## src/rtl/elink_byte_aligner.sv

```systemverilog
// Byte aligner behind the 2-bit/clk SIPO: hunts SYNC_CHAR at bit offset 0/1, then emits one byte per 4 clks.
// Latency: byte registered on the clk after its slot; no backpressure, the bitstream is live.
module elink_byte_aligner #(
   parameter logic [7:0] SYNC_CHAR  = 8'hBC,
   parameter int         LOCK_COUNT = 4,
   parameter int         WDOG_BYTES = 256
) (
   input  logic        clk,
   input  logic        rst,
   input  logic [11:0] window_i,
   input  logic        relock_i,
   output logic [7:0]  byte_o,
   output logic        byte_valid_o,
   output logic        is_sync_o,
   output logic        locked_o,
   output logic        offset_o,
   output logic        lock_loss_o
);

   localparam int MW = $clog2(LOCK_COUNT + 1);
   localparam int WW = $clog2(WDOG_BYTES);
   localparam logic [MW-1:0] MATCH_LAST = MW'(LOCK_COUNT - 1);
   localparam logic [WW-1:0] WDOG_LAST  = WW'(WDOG_BYTES - 1);

   typedef enum logic [1:0] {
      HUNT   = 2'd0,
      VERIFY = 2'd1,
      LOCKED = 2'd2
   } state_t;

   state_t        state;
   logic [1:0]    phase_r;
   logic          off_r;
   logic [MW-1:0] match_cnt;
   logic [WW-1:0] wdog_cnt;

   logic [7:0] cand0;
   logic [7:0] cand1;
   logic [7:0] slot_byte;
   logic       hit0;
   logic       hit1;
   logic       slot;
   logic       slot_sync;

   // Upper window bits are SIPO look-ahead that this stage never needs.
   logic unused_window;
   assign unused_window = ^window_i[11:9];

   always_comb begin
      cand0     = window_i[7:0];
      cand1     = window_i[8:1];
      hit0      = (cand0 == SYNC_CHAR);
      hit1      = (cand1 == SYNC_CHAR);
      slot_byte = off_r ? cand1 : cand0;
      slot      = (phase_r == 2'd3);
      slot_sync = (slot_byte == SYNC_CHAR);
   end

   always_ff @(posedge clk) begin
      if (!rst) begin
         state        <= HUNT;
         phase_r      <= 2'd0;
         off_r        <= 1'b0;
         match_cnt    <= '0;
         wdog_cnt     <= '0;
         byte_o       <= 8'd0;
         byte_valid_o <= 1'b0;
         is_sync_o    <= 1'b0;
         locked_o     <= 1'b0;
         offset_o     <= 1'b0;
         lock_loss_o  <= 1'b0;
      end else begin
         byte_valid_o <= 1'b0;
         lock_loss_o  <= 1'b0;
         if (relock_i) begin
            state     <= HUNT;
            phase_r   <= 2'd0;
            match_cnt <= '0;
            wdog_cnt  <= '0;
            locked_o  <= 1'b0;
            offset_o  <= 1'b0;
            is_sync_o <= 1'b0;
         end else begin
            case (state)
               HUNT: begin
                  phase_r <= 2'd0;
                  if (hit0 || hit1) begin
                     // Offset 0 wins a tie.
                     off_r     <= !hit0;
                     match_cnt <= MW'(1);
                     wdog_cnt  <= '0;
                     if (LOCK_COUNT == 1) begin
                        state    <= LOCKED;
                        locked_o <= 1'b1;
                        offset_o <= !hit0;
                     end else begin
                        state <= VERIFY;
                     end
                  end
               end

               VERIFY: begin
                  phase_r <= phase_r + 2'd1;
                  if (slot) begin
                     if (slot_sync) begin
                        match_cnt <= match_cnt + MW'(1);
                        if (match_cnt == MATCH_LAST) begin
                           state    <= LOCKED;
                           locked_o <= 1'b1;
                           offset_o <= off_r;
                           wdog_cnt <= '0;
                        end
                     end else begin
                        state     <= HUNT;
                        match_cnt <= '0;
                        phase_r   <= 2'd0;
                     end
                  end
               end

               LOCKED: begin
                  phase_r <= phase_r + 2'd1;
                  if (slot) begin
                     byte_o       <= slot_byte;
                     byte_valid_o <= 1'b1;
                     is_sync_o    <= slot_sync;
                     if (slot_sync) begin
                        wdog_cnt <= '0;
                     end else if (wdog_cnt == WDOG_LAST) begin
                        // The byte of the expiring slot still goes out alongside the loss pulse.
                        state       <= HUNT;
                        lock_loss_o <= 1'b1;
                        locked_o    <= 1'b0;
                        offset_o    <= 1'b0;
                        wdog_cnt    <= '0;
                        match_cnt   <= '0;
                        phase_r     <= 2'd0;
                     end else begin
                        wdog_cnt <= wdog_cnt + WW'(1);
                     end
                  end
               end

               default: begin
                  state     <= HUNT;
                  phase_r   <= 2'd0;
                  match_cnt <= '0;
                  wdog_cnt  <= '0;
                  locked_o  <= 1'b0;
                  offset_o  <= 1'b0;
               end
            endcase
         end
      end
   end

endmodule

```

## config.mk

```make
export PLATFORM = sky130hd
export DESIGN_NAME = elink_byte_aligner
export DESIGN_NICKNAME = d
export VERILOG_FILES = /design/src/rtl/elink_byte_aligner.sv
export SDC_FILE = /design/constraint.sdc
export NUM_CORES = 1
export LEC_CHECK = 0
export ABC_AREA = 1
export BUFFER_PORTS_ARGS = -buffer_cell sky130_fd_sc_hd__buf_2
export CAP_MARGIN = 30
export CORE_MARGIN = 2
export CORE_UTILIZATION = 59
export CTS_CLUSTER_SIZE = 14
export DETAILED_ROUTE_END_ITERATION = 6
export PLACE_DENSITY = 0.82
export SYNTH_ARGS = -nofsm -noshare
export SYNTH_HDL_FRONTEND = slang
export SYNTH_SLANG_ARGS = --single-unit
```

## constraint.sdc

```tcl
create_clock -name clk -period 3.53 [get_ports clk]
set_input_delay 0.353 -clock clk [delete_from_list [all_inputs] [get_ports clk]]
set_output_delay 0.353 -clock clk [all_outputs]
set_load 0.01 [all_outputs]
```

==> impl_metrics.ini <==
[outcome]
status = complete, no violations

[global_route]
grt_pass1_wl_um = 6020
grt_start_max_net_pins = 16
grt_overflow = 0
vias_in_the_first_global_route = 1398
grt_usage_pct = 24.4
antenna_found_initial = 0

[drt]
detailroute.via_count = 1595
avgRoutedWirePerCell_um = 11.4
remaining_drc_errors = 0
finalWirelength_um = 3440
initialDrtViolationCount = 56
dr_vias_cell = 5.26
detail-route-antenna-nets = 0
drt_pass1_iterations = 4

[timing]
finClkSkew_ns = 0.00692
final_clock_period_utilization_by_the_worst_path_pct = 57.0
holdWs_ns = 0.309
grt_setup_unrepaired = no
minimum_clock_period_after_layout_ns = 2.01
finalSetupViolations = 0
achievable-frequency_ghz = 0.497
maxSlewHeadroom_pct = 49.6
maxSlewViolCount = 0
report.final.hold_viol_count = 0
tns_ns = 0
timing_worst_slew_pin_value_ns = 0.753

[placement]
numPlacedInstances = 295
gpl.final_weighted_congestion = 0.864
port-buffer-count = 24
dp.final_hpwl_um = 2590

[pwr]
power_frac_comb_pct = 7.5
power.share.clock_pct = 38.2
p_leak_nw = 0.839
sequentialPowerShare_pct = 54.3
internal-power_w = 0.000458
power-per-cell-area_nw_per_um2 = 334
irDropWorstVdd_mv = 0.262
net_switching_fraction_of_the_power_pct = 24.2
p_switching_w = 0.000147

[clock_tree]
cts_inserted_buffers = 5
cts-htree-levels = 2
postCtsHoldBufs = 0
clock_path_buffers = 2
clock_sink_count = 29
tritoncts = yes
cts.repair.resized = 0
worst_skew_pair_latency_ns = 0.33
path_clk_slew_ns = 0.09
buffers_inserted_during_post_cts_setup_optimization = 0
root_buffer = sky130_fd_sc_hd__clkbuf_4

[final_layout]
layout-drive-gt1-share_pct = 16.8
layout.cells.most_common = sky130_fd_sc_hd__nand2_1
diodes = 0
net_count_of_the_finished_layout = 294
count_of_placed_standard_cells_in_the_final_layout_fillers_left_out = 303
flow.area_growth_from_synthesis_pct = 12.4
most-common-layout-cells = 73 x sky130_fd_sc_hd__nand2_1, 33 x sky130_fd_sc_hd__nor2_1, 29 x sky130_fd_sc_hd__dfxtp_1

[yosys]
synth_seq_area_share_pct = 36.1
post_synth_inst_count = 245
synth_warnings = 0
syn_avg_cell_area_um2 = 6.57
synth_nets = 267
synth.cell_area_um2 = 1610
post_synth_num_cell_types = 28
synth-seq-cells = 29

[floorplan]
num_rows = 18
floorplan.die_area_um2 = 3160
die-height_um = 56.2
core_region_area_um2 = 2520
initial_utilization_pct = 63.8
chipWidth_um = 56.2
floorplan.io_pins = 28

[worst_setup_path]
worstReg2RegEnd = byte_o[3]
path_buf_inv = 1
cp-end-kind = flip-flop
setup.worst_path.class = reg2reg
rr_startpoint = state[0]
reg2reg_slack_ns = 1.52
data_required_time_at_the_worst_endpoint_ns = 3.79
path_max_fanout = 15
reg2regPathDepth = 6
critPathArrivalTime_ns = 2.27
critical-path-max-stage-delay_ns = 0.62
slowest_stage = sky130_fd_sc_hd__nor2_1
startpoint = state[0]
start_kind = flip-flop
cp_top_family = simple AND/OR/NAND/NOR gates
path_cells = inv_1 > ha_1 > nand2_1 > nor2_1 > o21ai_0 > a31oi_1

[hold_path]
timing.hold.worst.class = in2reg
min_delay_worst_endpoint = byte_o[1]
whs_path_depth = 3
hold_start = rst

[flow_run]
maxCapViolations = 0
[flip-flops by register name, summed over array words and instances, names as in the netlist]
name,flops
byte_o,8
byte_valid_o,1
is_sync_o,1
lock_loss_o,1
locked_o,1
match_cnt,3
off_r,1
offset_o,1
phase_r,2
state,2
wdog_cnt,8
[per-layer routing]
metal	global-route usage (%)	routed length (um)
met4	9.18	61
met3	6.28	269
met5	0	0
met2	35.1	1420
met1	34.7	1690
[worst min-delay path, delay by kind of cell]
family | cells | cell delay, ns
AOI/OAI and AO/OA | 2 | 0.11
buffers and inverters | 1 | 0.13
[kinds of logic after synthesis]
| kind of cell | share of synthesized area (%) |
|---|---|
| AOI/OAI and AO/OA | 14.5 |
| DFF | 36.1 |
| xor gates and xnor gates | 0.544 |
| buffers and inverters | 8.48 |
| and+or+nand+nor | 34.9 |
| adders and majority gates | 5.44 |
[power groups by stage]
| stage | Combinational [W] | Clock, W | Sequential [W] |
|---|---|---|---|
| finish | 0.0000453 | 0.000231 | 0.000329 |
| global route | 0.0000519 | 0.000250 | 0.000329 |
| CTS | 0.0000449 | 0.000237 | 0.000329 |
| detailed placement | 0.0000446 | 0 | 0.000336 |
| global placement | 0.0000445 | 0 | 0.000336 |
| floorplan | 0.0000289 | 0 | 0.000336 |
[final cells by class]
class                      count  area, um^2
sequential                    29         581
clock inverter                 1        5.00
tap                           30        37.5
timing repair buffer          25         128
clock buffer                   7        65.1
fill                         230         713
multi-input combinational    184         892
inverter                      27         101
[Yosys cell counts (all sizes together)]
master   n  area share, %
nand2   77             19
nor2    36            9.2
dfxtp   29             36
inv     27            6.3
a21oi   19            6.1
o21ai   17            5.5
ha       7            5.4
nand3    7            2.5
nor3     6            1.9
a31oi    4            1.6
buf      3            1.7
nand4    3            1.2
a211oi   2           0.93
clkbuf   2           0.47
or2      2           0.78
nand3b   1           0.47
nor4     1           0.39
o22ai    1           0.39
xor2     1           0.54
[worst max path at each step]
stage	end	slack, ns	cells after the start
floorplan	wdog_cnt[2]	1.88	10
global placement	byte_o[3]	1.62	6
detailed placement	byte_o[3]	1.56	6
CTS	byte_o[3]	1.53	6
global route	byte_o[3]	1.20	6
finish	byte_o[3]	1.52	6
[through the flow]
step	cell area (um^2)	util (%)	setup slack, ns	total power (W)
floorplan	1610	-	1.88	0.000365
global placement	1740	68.9	1.62	0.000381
detailed placement	1740	68.9	1.56	0.000381
CTS	1810	71.7	1.53	0.000610
global route	1810	71.7	1.20	0.000630
finish	1810	71.7	1.52	0.000605
Note: power is estimated with default switching activity, not from simulation.
